File: config.mk
export PLATFORM = sky130hd
export DESIGN_NAME = ram4bank_reader
export DESIGN_NICKNAME = d
export VERILOG_FILES = /design/src/rtl/ram4bank_pkg.sv /design/src/rtl/stream_skid_buf.sv /design/src/rtl/ram4bank_reader.sv
export SDC_FILE = /design/constraint.sdc
export NUM_CORES = 1
export LEC_CHECK = 0
export BUFFER_PORTS_ARGS = -buffer_cell sky130_fd_sc_hd__buf_2
export CORE_MARGIN = 8
export CORE_UTILIZATION = 35
export DETAILED_ROUTE_END_ITERATION = 10
export SYNTH_ARGS = -nofsm -noshare
export SYNTH_HDL_FRONTEND = slang
export SYNTH_HIERARCHICAL = 1
export SYNTH_SLANG_ARGS = --single-unit
File: constraint.sdc
create_clock -name clk -period 5.3 [get_ports clk]
set_clock_uncertainty 0.05 [all_clocks]
set_input_delay 0.53 -clock clk [delete_from_list [all_inputs] [get_ports clk]]
set_output_delay 0.53 -clock clk [all_outputs]
set_load 0.01 [all_outputs]
File: src/rtl/ram4bank_pkg.sv
`default_nettype none
// ============================================================================
// Module      : ram4bank_pkg
// Description : Shared defaults and state encoding for the four-bank RAM
//               reader (ram4bank_reader and its output buffer).
// Revision    : 1.0 - initial release
// ============================================================================
package ram4bank_pkg;

  localparam int c_addr_w = 13;  // bank address width
  localparam int c_data_w = 8;   // per-bank data width
  localparam int c_rd_lat = 1;   // bank read latency, enb/AB to DB valid

  typedef enum logic [1:0] {
    S_IDLE  = 2'd0,
    S_WAIT  = 2'd1,
    S_RUN   = 2'd2,
    S_DRAIN = 2'd3
  } state_t;

endpackage
`default_nettype wire

File: src/rtl/stream_skid_buf.sv
`default_nettype none
// ============================================================================
// Module      : stream_skid_buf
// Description : Small valid/ready FIFO with fall-through. When empty, an
//               arriving word is presented directly on the master side; if it
//               is not taken it is stored, so the presented data never changes
//               until accepted.
// Ports       : clk, rst_n        - clock, async active-low reset
//               i_s_valid/i_s_data/o_s_ready - slave (write) side
//               o_m_valid/o_m_data/i_m_ready - master (read) side
//               o_count           - number of stored entries
// Revision    : 1.0 - initial release
// ============================================================================
module stream_skid_buf #(
  parameter int DEPTH = 2,
  parameter int WIDTH = 8
) (
  input  logic                       clk,
  input  logic                       rst_n,
  input  logic                       i_s_valid,
  input  logic [WIDTH-1:0]           i_s_data,
  output logic                       o_s_ready,
  output logic                       o_m_valid,
  output logic [WIDTH-1:0]           o_m_data,
  input  logic                       i_m_ready,
  output logic [$clog2(DEPTH+1)-1:0] o_count
);

  localparam int PTR_W = (DEPTH > 1) ? $clog2(DEPTH) : 1;
  localparam int CNT_W = $clog2(DEPTH + 1);

  logic [WIDTH-1:0] r_mem [DEPTH];
  logic [PTR_W-1:0] r_rd;
  logic [PTR_W-1:0] r_wr;
  logic [CNT_W-1:0] r_count;
  logic             w_empty;
  logic             w_push;
  logic             w_pop;

  function automatic logic [PTR_W-1:0] f_next(input logic [PTR_W-1:0] p);
    return (p == PTR_W'(DEPTH - 1)) ? '0 : p + PTR_W'(1);
  endfunction

  assign w_empty   = (r_count == '0);
  assign o_m_valid = !w_empty || i_s_valid;
  // Zero when nothing is presented so the output is clean out of reset.
  assign o_m_data  = !w_empty ? r_mem[r_rd] : (i_s_valid ? i_s_data : '0);
  assign w_pop     = !w_empty && i_m_ready;
  // A word arriving into an empty buffer that is taken at once is never stored.
  assign w_push    = i_s_valid && !(w_empty && i_m_ready);
  assign o_s_ready = (r_count < CNT_W'(DEPTH)) || i_m_ready;
  assign o_count   = r_count;

  always_ff @(posedge clk or negedge rst_n) begin
    if (!rst_n) begin
      for (int i = 0; i < DEPTH; i++) r_mem[i] <= '0;
      r_rd    <= '0;
      r_wr    <= '0;
      r_count <= '0;
    end else begin
      if (w_push) begin
        r_mem[r_wr] <= i_s_data;
        r_wr        <= f_next(r_wr);
      end
      if (w_pop) r_rd <= f_next(r_rd);
      if (w_push && !w_pop)      r_count <= r_count + CNT_W'(1);
      else if (!w_push && w_pop) r_count <= r_count - CNT_W'(1);
    end
  end

endmodule
`default_nettype wire

File: src/rtl/ram4bank_reader.sv
`default_nettype none
// ============================================================================
// Module      : ram4bank_reader
// Description : Reads a run of consecutive addresses from four parallel RAM
//               banks and streams {DB4,DB3,DB2,DB1} out on a valid/ready port.
//               Reads are issued only while the buffered plus in-flight words
//               fit in the RD_LAT+1 entry output buffer.
// Ports       : clk, rst_n                - clock, async active-low reset
//               start, base_addr, length  - job launch (sampled on start)
//               busy, done                - job status
//               rstb_busy, enb, rstb      - bank read-port control
//               AB1..AB4, DB1..DB4        - bank addresses / read data
//               m_tdata/m_tvalid/m_tready/m_tlast - output stream
// Revision    : 1.0 - initial release
// ============================================================================
module ram4bank_reader
  import ram4bank_pkg::*;
#(
  parameter int ADDR_W = c_addr_w,
  parameter int DATA_W = c_data_w,
  parameter int RD_LAT = c_rd_lat
) (
  input  logic                clk,
  input  logic                rst_n,
  input  logic                start,
  input  logic [ADDR_W-1:0]   base_addr,
  input  logic [ADDR_W:0]     length,
  output logic                busy,
  output logic                done,
  input  logic                rstb_busy,
  output logic                enb,
  output logic                rstb,
  output logic [ADDR_W-1:0]   AB1,
  output logic [ADDR_W-1:0]   AB2,
  output logic [ADDR_W-1:0]   AB3,
  output logic [ADDR_W-1:0]   AB4,
  input  logic [DATA_W-1:0]   DB1,
  input  logic [DATA_W-1:0]   DB2,
  input  logic [DATA_W-1:0]   DB3,
  input  logic [DATA_W-1:0]   DB4,
  output logic [4*DATA_W-1:0] m_tdata,
  output logic                m_tvalid,
  input  logic                m_tready,
  output logic                m_tlast
);

  localparam int DEPTH = RD_LAT + 1;
  localparam int CNT_W = $clog2(DEPTH + 1);
  localparam int SUM_W = $clog2(2 * RD_LAT + 2) + 1;
  localparam int LEN_W = ADDR_W + 1;

  state_t              r_state;
  state_t              w_state_nxt;
  logic [ADDR_W-1:0]   r_addr;
  logic [LEN_W-1:0]    r_remain;
  logic [RD_LAT-1:0]   r_pipe_vld;   // one bit per read still inside the bank
  logic [RD_LAT-1:0]   r_pipe_last;
  logic                r_done;
  logic                w_issue;
  logic                w_pop;
  logic                w_last_hs;
  logic                w_buf_ready;
  logic [CNT_W-1:0]    w_count;
  logic [SUM_W-1:0]    w_inflight;
  logic [SUM_W-1:0]    w_used;
  logic [4*DATA_W:0]   w_s_data;
  logic [4*DATA_W:0]   w_m_data;

  always_comb begin
    w_inflight = '0;
    for (int i = 0; i < RD_LAT; i++) w_inflight = w_inflight + SUM_W'(r_pipe_vld[i]);
  end

  // A slot freed by this cycle's handshake may be reused by this cycle's
  // issue, which is what allows one word per cycle with m_tready held high.
  assign w_used    = SUM_W'(w_count) + w_inflight - SUM_W'(w_pop);
  // w_buf_ready always holds when the occupancy test passes; it guards
  // against overrunning the buffer should the two ever disagree.
  assign w_issue   = (r_state == S_RUN) && !rstb_busy && (r_remain != '0) &&
                     (w_used < SUM_W'(DEPTH)) && w_buf_ready;
  assign w_pop     = m_tvalid && m_tready;
  assign w_last_hs = w_pop && m_tlast;

  always_comb begin
    w_state_nxt = r_state;
    case (r_state)
      S_IDLE:  if (start) w_state_nxt = S_WAIT;
      S_WAIT: begin
        if (r_remain == '0)  w_state_nxt = S_IDLE;
        else if (!rstb_busy) w_state_nxt = S_RUN;
      end
      S_RUN:   if (w_issue && (r_remain == LEN_W'(1))) w_state_nxt = S_DRAIN;
      S_DRAIN: if (w_last_hs) w_state_nxt = S_IDLE;
      default: w_state_nxt = S_IDLE;
    endcase
  end

  always_ff @(posedge clk or negedge rst_n) begin
    if (!rst_n) begin
      r_state     <= S_IDLE;
      r_addr      <= '0;
      r_remain    <= '0;
      r_pipe_vld  <= '0;
      r_pipe_last <= '0;
      r_done      <= 1'b0;
    end else begin
      r_state <= w_state_nxt;
      r_done  <= ((r_state == S_WAIT) && (r_remain == '0)) ||
                 ((r_state == S_DRAIN) && w_last_hs);
      if ((r_state == S_IDLE) && start) begin
        r_addr   <= base_addr;
        r_remain <= length;
      end else if (w_issue) begin
        r_addr   <= r_addr + ADDR_W'(1);
        r_remain <= r_remain - LEN_W'(1);
      end
      for (int i = RD_LAT - 1; i > 0; i--) begin
        r_pipe_vld[i]  <= r_pipe_vld[i-1];
        r_pipe_last[i] <= r_pipe_last[i-1];
      end
      r_pipe_vld[0]  <= w_issue;
      r_pipe_last[0] <= w_issue && (r_remain == LEN_W'(1));
    end
  end

  // The oldest pipe stage marks the cycle in which DB carries its word.
  assign w_s_data = {r_pipe_last[RD_LAT-1], DB4, DB3, DB2, DB1};

  stream_skid_buf #(
    .DEPTH (DEPTH),
    .WIDTH (4 * DATA_W + 1)
  ) u_obuf (
    .clk       (clk),
    .rst_n     (rst_n),
    .i_s_valid (r_pipe_vld[RD_LAT-1]),
    .i_s_data  (w_s_data),
    .o_s_ready (w_buf_ready),
    .o_m_valid (m_tvalid),
    .o_m_data  (w_m_data),
    .i_m_ready (m_tready),
    .o_count   (w_count)
  );

  assign m_tdata = w_m_data[4*DATA_W-1:0];
  assign m_tlast = w_m_data[4*DATA_W];
  assign busy    = (r_state != S_IDLE);
  assign done    = r_done;
  assign enb     = w_issue;
  assign rstb    = 1'b0;
  assign AB1     = r_addr;
  assign AB2     = r_addr;
  assign AB3     = r_addr;
  assign AB4     = r_addr;

endmodule
`default_nettype wire

## Word-level counts from Yosys, hierarchy flattened

Cells that the tools add are included.

| word-level totals | value |
|---|---|
| register bits | 102 |
| word-level logic and storage cells | 88 |
| output and inout bits | 90 |
| bits of input ports | 64 |

| operators by class | value |
|---|---|
| eq/ne operators | 8 |
| reduce and logical (&&, ||, !) cells | 32 |
| multiplexer cells | 22 |
| bitwise logic cells | 2 |
| $lt $le $gt $ge | 5 |
| add/sub/neg operators | 8 |

Operators by type and width:

| kind | count |
|---|---|
| $mux 33 | 6 |
| $bwmux 66 | 1 |
| $demux 33 s1 | 1 |
| $mux 14 | 2 |
| $mux 13 | 2 |
| $logic_and 1x1->1 | 16 |
| $eq 14x1->1 const B | 1 |
| $logic_not 14->1 | 1 |
| $mux 2 | 7 |
| $reduce_bool 14->1 | 1 |
| $sub 14x1->14 const B | 1 |
| $add 13x1->13 const B | 1 |
| $pmux 2 s4 | 1 |
| $reduce_bool 2->1 | 3 |
| $logic_not 1->1 | 5 |
| $eq 2x2->1 const B | 2 |
| $ge 2x2->1 const B | 2 |
| $logic_not 2->1 | 2 |
| $ne 2x2->1 const B | 2 |
| $not 1->2 | 2 |
| $reduce_and 4->1 | 1 |
| $add 2x1->3 | 1 |
| $logic_or 1x1->1 | 3 |
| $lt 3x2->1 const B | 1 |
| other kinds (10) | 12 |

## Depth between registers and ports, before layout

| depth | value |
|---|---|
| depth after elaboration | 11 |
| depth in mapped cells | 13 |
| gate-level depth less buffers | 11 |

## Cells and area by module

Netlist, hierarchy kept.

By module, submodules not included:

| module | sequential area each (um^2) | times used | cells an instance | area each (um^2) |
|---|---|---|---|---|
| stream_skid_buf | 1,751.7 | 1 | 278 | 3,539.6 |
| ram4bank_reader | 800.8 | 1 | 253 | 2,248.4 |

## Worst setup path before layout

OpenSTA, ideal clock, no wires.

| timing path | value |
|---|---|
| kind | reg-to-output |
| start | register r_pipe_vld |
| end | output enb |
| path buffers | 2 |
| slack | 1.803 ns |
| required time | 4.720 ns |
| arrival time | 2.917 ns |
| cell stages (with the launch flop) | 12 |
| path through | dfrtp_1 clkbuf_1 or3_1 and2_1 ha_1 nand2b_1 fa_1 xnor2_1 and4_1 buf_4 nand2_2 inv_2 |

| on the way | value |
|---|---|
| longest elaborated chain between the ends | 6 |
| elaborated cells between the ends (all ways) | 7 |
| those cells by class | 2 x add/sub; 1 x order compare; 4 x reduce/logical |

Ends and longest elaborated chain:

| item | line | text |
|---|---|---|
| start: declaration | ram4bank_reader.sv:56 | `logic [RD_LAT-1:0] r_pipe_vld;` |
| start signal: indexed assignment | ram4bank_reader.sv:118 | `r_pipe_vld[i] <= r_pipe_vld[i-1];` |
| $logic_or 1x1->1 | stream_skid_buf.sv:45 | `assign o_m_valid = !w_empty \|\| i_s_valid;` |
| via m_tvalid | ram4bank_reader.sv:42 | `output logic m_tvalid,` |
| $logic_and 1x1->1 | ram4bank_reader.sv:81 | `assign w_pop = m_tvalid && m_tready;` |
| $sub 3x1->3 | ram4bank_reader.sv:76 | `assign w_used = SUM_W'(w_count) + w_inflight - SUM_W'(w_pop);` |
| $lt 3x2->1 | ram4bank_reader.sv:80 | `(w_used < SUM_W'(DEPTH)) && w_buf_ready;` |
| $logic_and 1x1->1 | ram4bank_reader.sv:79 | `assign w_issue = (r_state == S_RUN) && !rstb_busy && (r_remain != '0) &&` |
| $logic_and 1x1->1 | ram4bank_reader.sv:80 |  |
| end: declaration | ram4bank_reader.sv:31 | `output logic enb,` |

The timed path passes the listed nets, and every way through them passes these cells.

## Final worst setup path

| timing path | value |
|---|---|
| start | register u_obuf.r_count[1] (netlist: u_obuf/o_count[1]) |
| end | output enb |

| on the way | value |
|---|---|
| longest elaborated chain between the ends | 8 |
| elaborated cells between the ends (all ways) | 11 |
| those cells by class | 2 x add/sub; 2 x order compare; 7 x reduce/logical |

Ends and longest elaborated chain:

| item | line | text |
|---|---|---|
| start: declaration | stream_skid_buf.sv:35 | `logic [CNT_W-1:0] r_count;` |
| start signal: assignment | stream_skid_buf.sv:66 | `if (w_push && !w_pop) r_count <= r_count + CNT_W'(1);` |
| start signal: assignment | stream_skid_buf.sv:67 | `else if (!w_push && w_pop) r_count <= r_count - CNT_W'(1);` |
| $logic_not 2->1 | stream_skid_buf.sv:44 | `assign w_empty = (r_count == '0);` |
| $logic_not 1->1 | stream_skid_buf.sv:45 |  |
| $logic_or 1x1->1 | stream_skid_buf.sv:45 |  |
| $logic_and 1x1->1 | ram4bank_reader.sv:81 |  |
| $sub 3x1->3 | ram4bank_reader.sv:76 |  |
| $lt 3x2->1 | ram4bank_reader.sv:80 |  |
| $logic_and 1x1->1 | ram4bank_reader.sv:79 |  |
| $logic_and 1x1->1 (*) | ram4bank_reader.sv:80 |  |

Mark *: on every way between the ends. The rest lies on a longest branch, timed or not.

==> impl_metrics.csv <==
group,metric,value,unit
flow_run,max_cap_violations,0,
die,die_w,145,microns
logic_synthesis,syn-instance-count,531,
logic_synthesis,synth_top_area_cell,"dfrtp_1",
logic_synthesis,synth_cell_types,57,
route,via_per_inst,5.02,
timing,rsz0062_at_grt,"no",
timing,fin_crit,4.18,ns
route,ant_nets,0,
setup_path,cp-startpoint,"u_obuf/o_count[1]",
clock_tree,cts_setup_buffers,0,
logic_synthesis,syn_nets,600,
setup_path,reg2regPathDepth,11,
timing,relSlewSlack,0.256,
layout,drive_above_1_share,0.410,
layout,most-common-layout-cells,"buf_2, dfrtp_1, o21ai_0",
setup_path,startpoint_type,"flip-flop",
layout,multi_input_area,2720,sq um
grt,grtUsageTotal,0.142,
power_and_ir_drop,powerDensity,586,nW/um^2
setup_path,worstPathArrival,3.60,ns
route,num_vias,4262,
placement,gp_congestion,0.863,
clock_tree,cts_hold_buffers,0,
logic_synthesis,synth-seq-area-share,0.441,
logic_synthesis,synth_edf_count,0,
logic_synthesis,async_reset_ff_frac,1.00,
grt,globalRouteMet3Util,0.0390,
grt,grt_pass1_wl,23.3,mm
grt,grt_use_met2,0.237,
grt,grt.busiest_layer,"met2",
grt,antenna_found_initial,0,
layout,syn_to_final_growth,14.9,%
clock_tree,cts_buffers,9,
route,drt-total-wl,14.6,mm
route,wl_per_cell,17.2,microns
route,drtIter0Drc,184,
clock_tree,cts_resized,0,
worst_hold_path,hold_class,"primary input to asynchronous set/reset pin",
timing,maxSlewViolCount,0,
clock_tree,htreeDepth,3,
status,outcome,"completed",
die,fp-row-count,47,
clock_tree,cts_tree,"done",
logic_synthesis,synth_warnings,6,
setup_path,end_kind,"output port",
logic_synthesis,yosys-top-cells-area,"dfrtp_1, mux2_4, mux2_2",
timing,setup_viol,0,
die,pin_count,154,
setup_path,rr_endpoint,"AB1[3]",
layout,fin_util,0.407,
grt,grt_pass1_vias,4516,
timing,finalHoldViolations,0,
layout,fillers,1643,
setup_path,worstSetupPathType,"flip-flop to output port",
clock_tree,cts_sinks,102,
timing,fmax,0.239,GHz
die,dieArea,20900,sq um
grt,grt_overflow_total,0,
die,initial_core_util,0.354,
layout,diodes,0,
timing,finalSetupTns,0,ns
clock_tree,clk_pin_slew_worst_paths,0.07,ns
logic_synthesis,synth-main-ff-cell,"dfrtp_1",
power_and_ir_drop,p_total,3.90,mW
power_and_ir_drop,leakage,3.09,nW
grt,grt_max_degree,67,
route,drc_errors,0,
setup_path,cp.required,4.72,ns
timing,min_period_over_period,0.790,
setup_path,rrSetupSlack,1.74,ns
clock_tree,clockRootBuffer,"clkbuf_16",
route,dr.pass1.iters,4,
grt,grt_use_met1,0.176,
timing,tightest_slew,1.12,ns
setup_path,regToRegStartpoint,"u_obuf/o_count[1]",
placement,dp_hpwl,10.2,mm
power_and_ir_drop,peakVddDrop,0.224,mV
die,core_area,16300,sq um
clock_tree,cts_buffer_depth,2,
logic_synthesis,synth_area_per_cell,10.9,sq um
setup_path,critPathMaxFanout,11,
layout,nets,694,
logic_synthesis,synth_top_cell_area_share,0.441,
die,die_y,145,microns
placement,port-buffer-count,152,
logic_synthesis,synth_seq_cells,102,
clock_tree,clk_latency,0.34,ns
layout,mostFrequentLayoutCell,"buf_2",
layout,final-seq-area,2550,sq um
logic_synthesis,syn-cell-area,5790,sq um
-- area by class of cell --
class                      instances  area share
clock buffer                       9      0.0339
timing repair buffer             156       0.119
sequential                       102       0.384
clock inverter                     6     0.00940
tap                              220      0.0414
inverter                           6     0.00339
multi-input combinational        350       0.409
-- cells in the mapped netlist (11+ instances only) --
| master | count |
|---|---|
| buf_4 | 44 |
| clkbuf_1 | 13 |
| dfrtp_1 | 102 |
| mux2_2 | 37 |
| mux2_4 | 30 |
| mux2i_1 | 34 |
| nand2_1 | 29 |
| nand3_1 | 42 |
| nor2_1 | 15 |
| o21ai_0 | 45 |
| xnor2_1 | 11 |
-- registers in the layout, summed over array words and instances (netlist names), named ones only --
register,cells
AB1,13
done,1
r_pipe_last,1
r_pipe_vld,1
r_remain,14
r_state,1
u_obuf/o_count,2
u_obuf/r_mem,66
u_obuf/r_rd,1
u_obuf/r_wr,1
-- power breakdown --
group          internal [mW]  total (mW)  switching, mW
sequential              1.14        1.52          0.376
clock                  0.364       0.652          0.289
combinational          0.883        1.73          0.843
total                   2.39        3.90           1.51
-- metal layers --
metal,wire [microns],vias up
met4,151,0
met5,0,-
met3,1070,16
met1,6520,2068
met2,6860,143
li1,-,2035
-- cells by family after synthesis --
kind of cell | synth area share
XOR/XNOR | 0.0318
other | 0.000648
AO/OA/AOI/OAI | 0.0711
flip-flops | 0.441
multiplexers | 0.209
AND/OR/NAND/NOR | 0.144
adder cells (fa/ha/maj) | 0.0121
buffers and inverters | 0.0904
-- critical path, cell delays in order, from the launching register on --
cell,delay (ns)
dfrtp_1,0.53
or3_1,0.41
and2_1,0.18
ha_1,0.26
nand2b_1,0.15
fa_1,0.39
xnor2_1,0.43
and4_1,0.45
nand2_2,0.15
inv_2,0.16
buf_2,0.15
-- worst max-delay path by stage --
stage	to	cells past startpoint
6_report	enb	10
5_1_grt	enb	10
4_1_cts	enb	10
3_5_place_dp	enb	10
3_3_place_gp	enb	10
2_1_floorplan	enb	11
-- through the flow --
stage	std cells	instance area [sq um]	worst slack [ns]	hold slack [ns]
finish	849	6650	1.12	0.225
global route	849	6650	0.891	0.274
CTS	849	6650	1.13	0.234
detailed placement	834	6360	1.54	0.432
global placement	834	6360	1.61	0.425
floorplan	531	5790	1.80	0.184
Power figures use the tool's default switching activity.
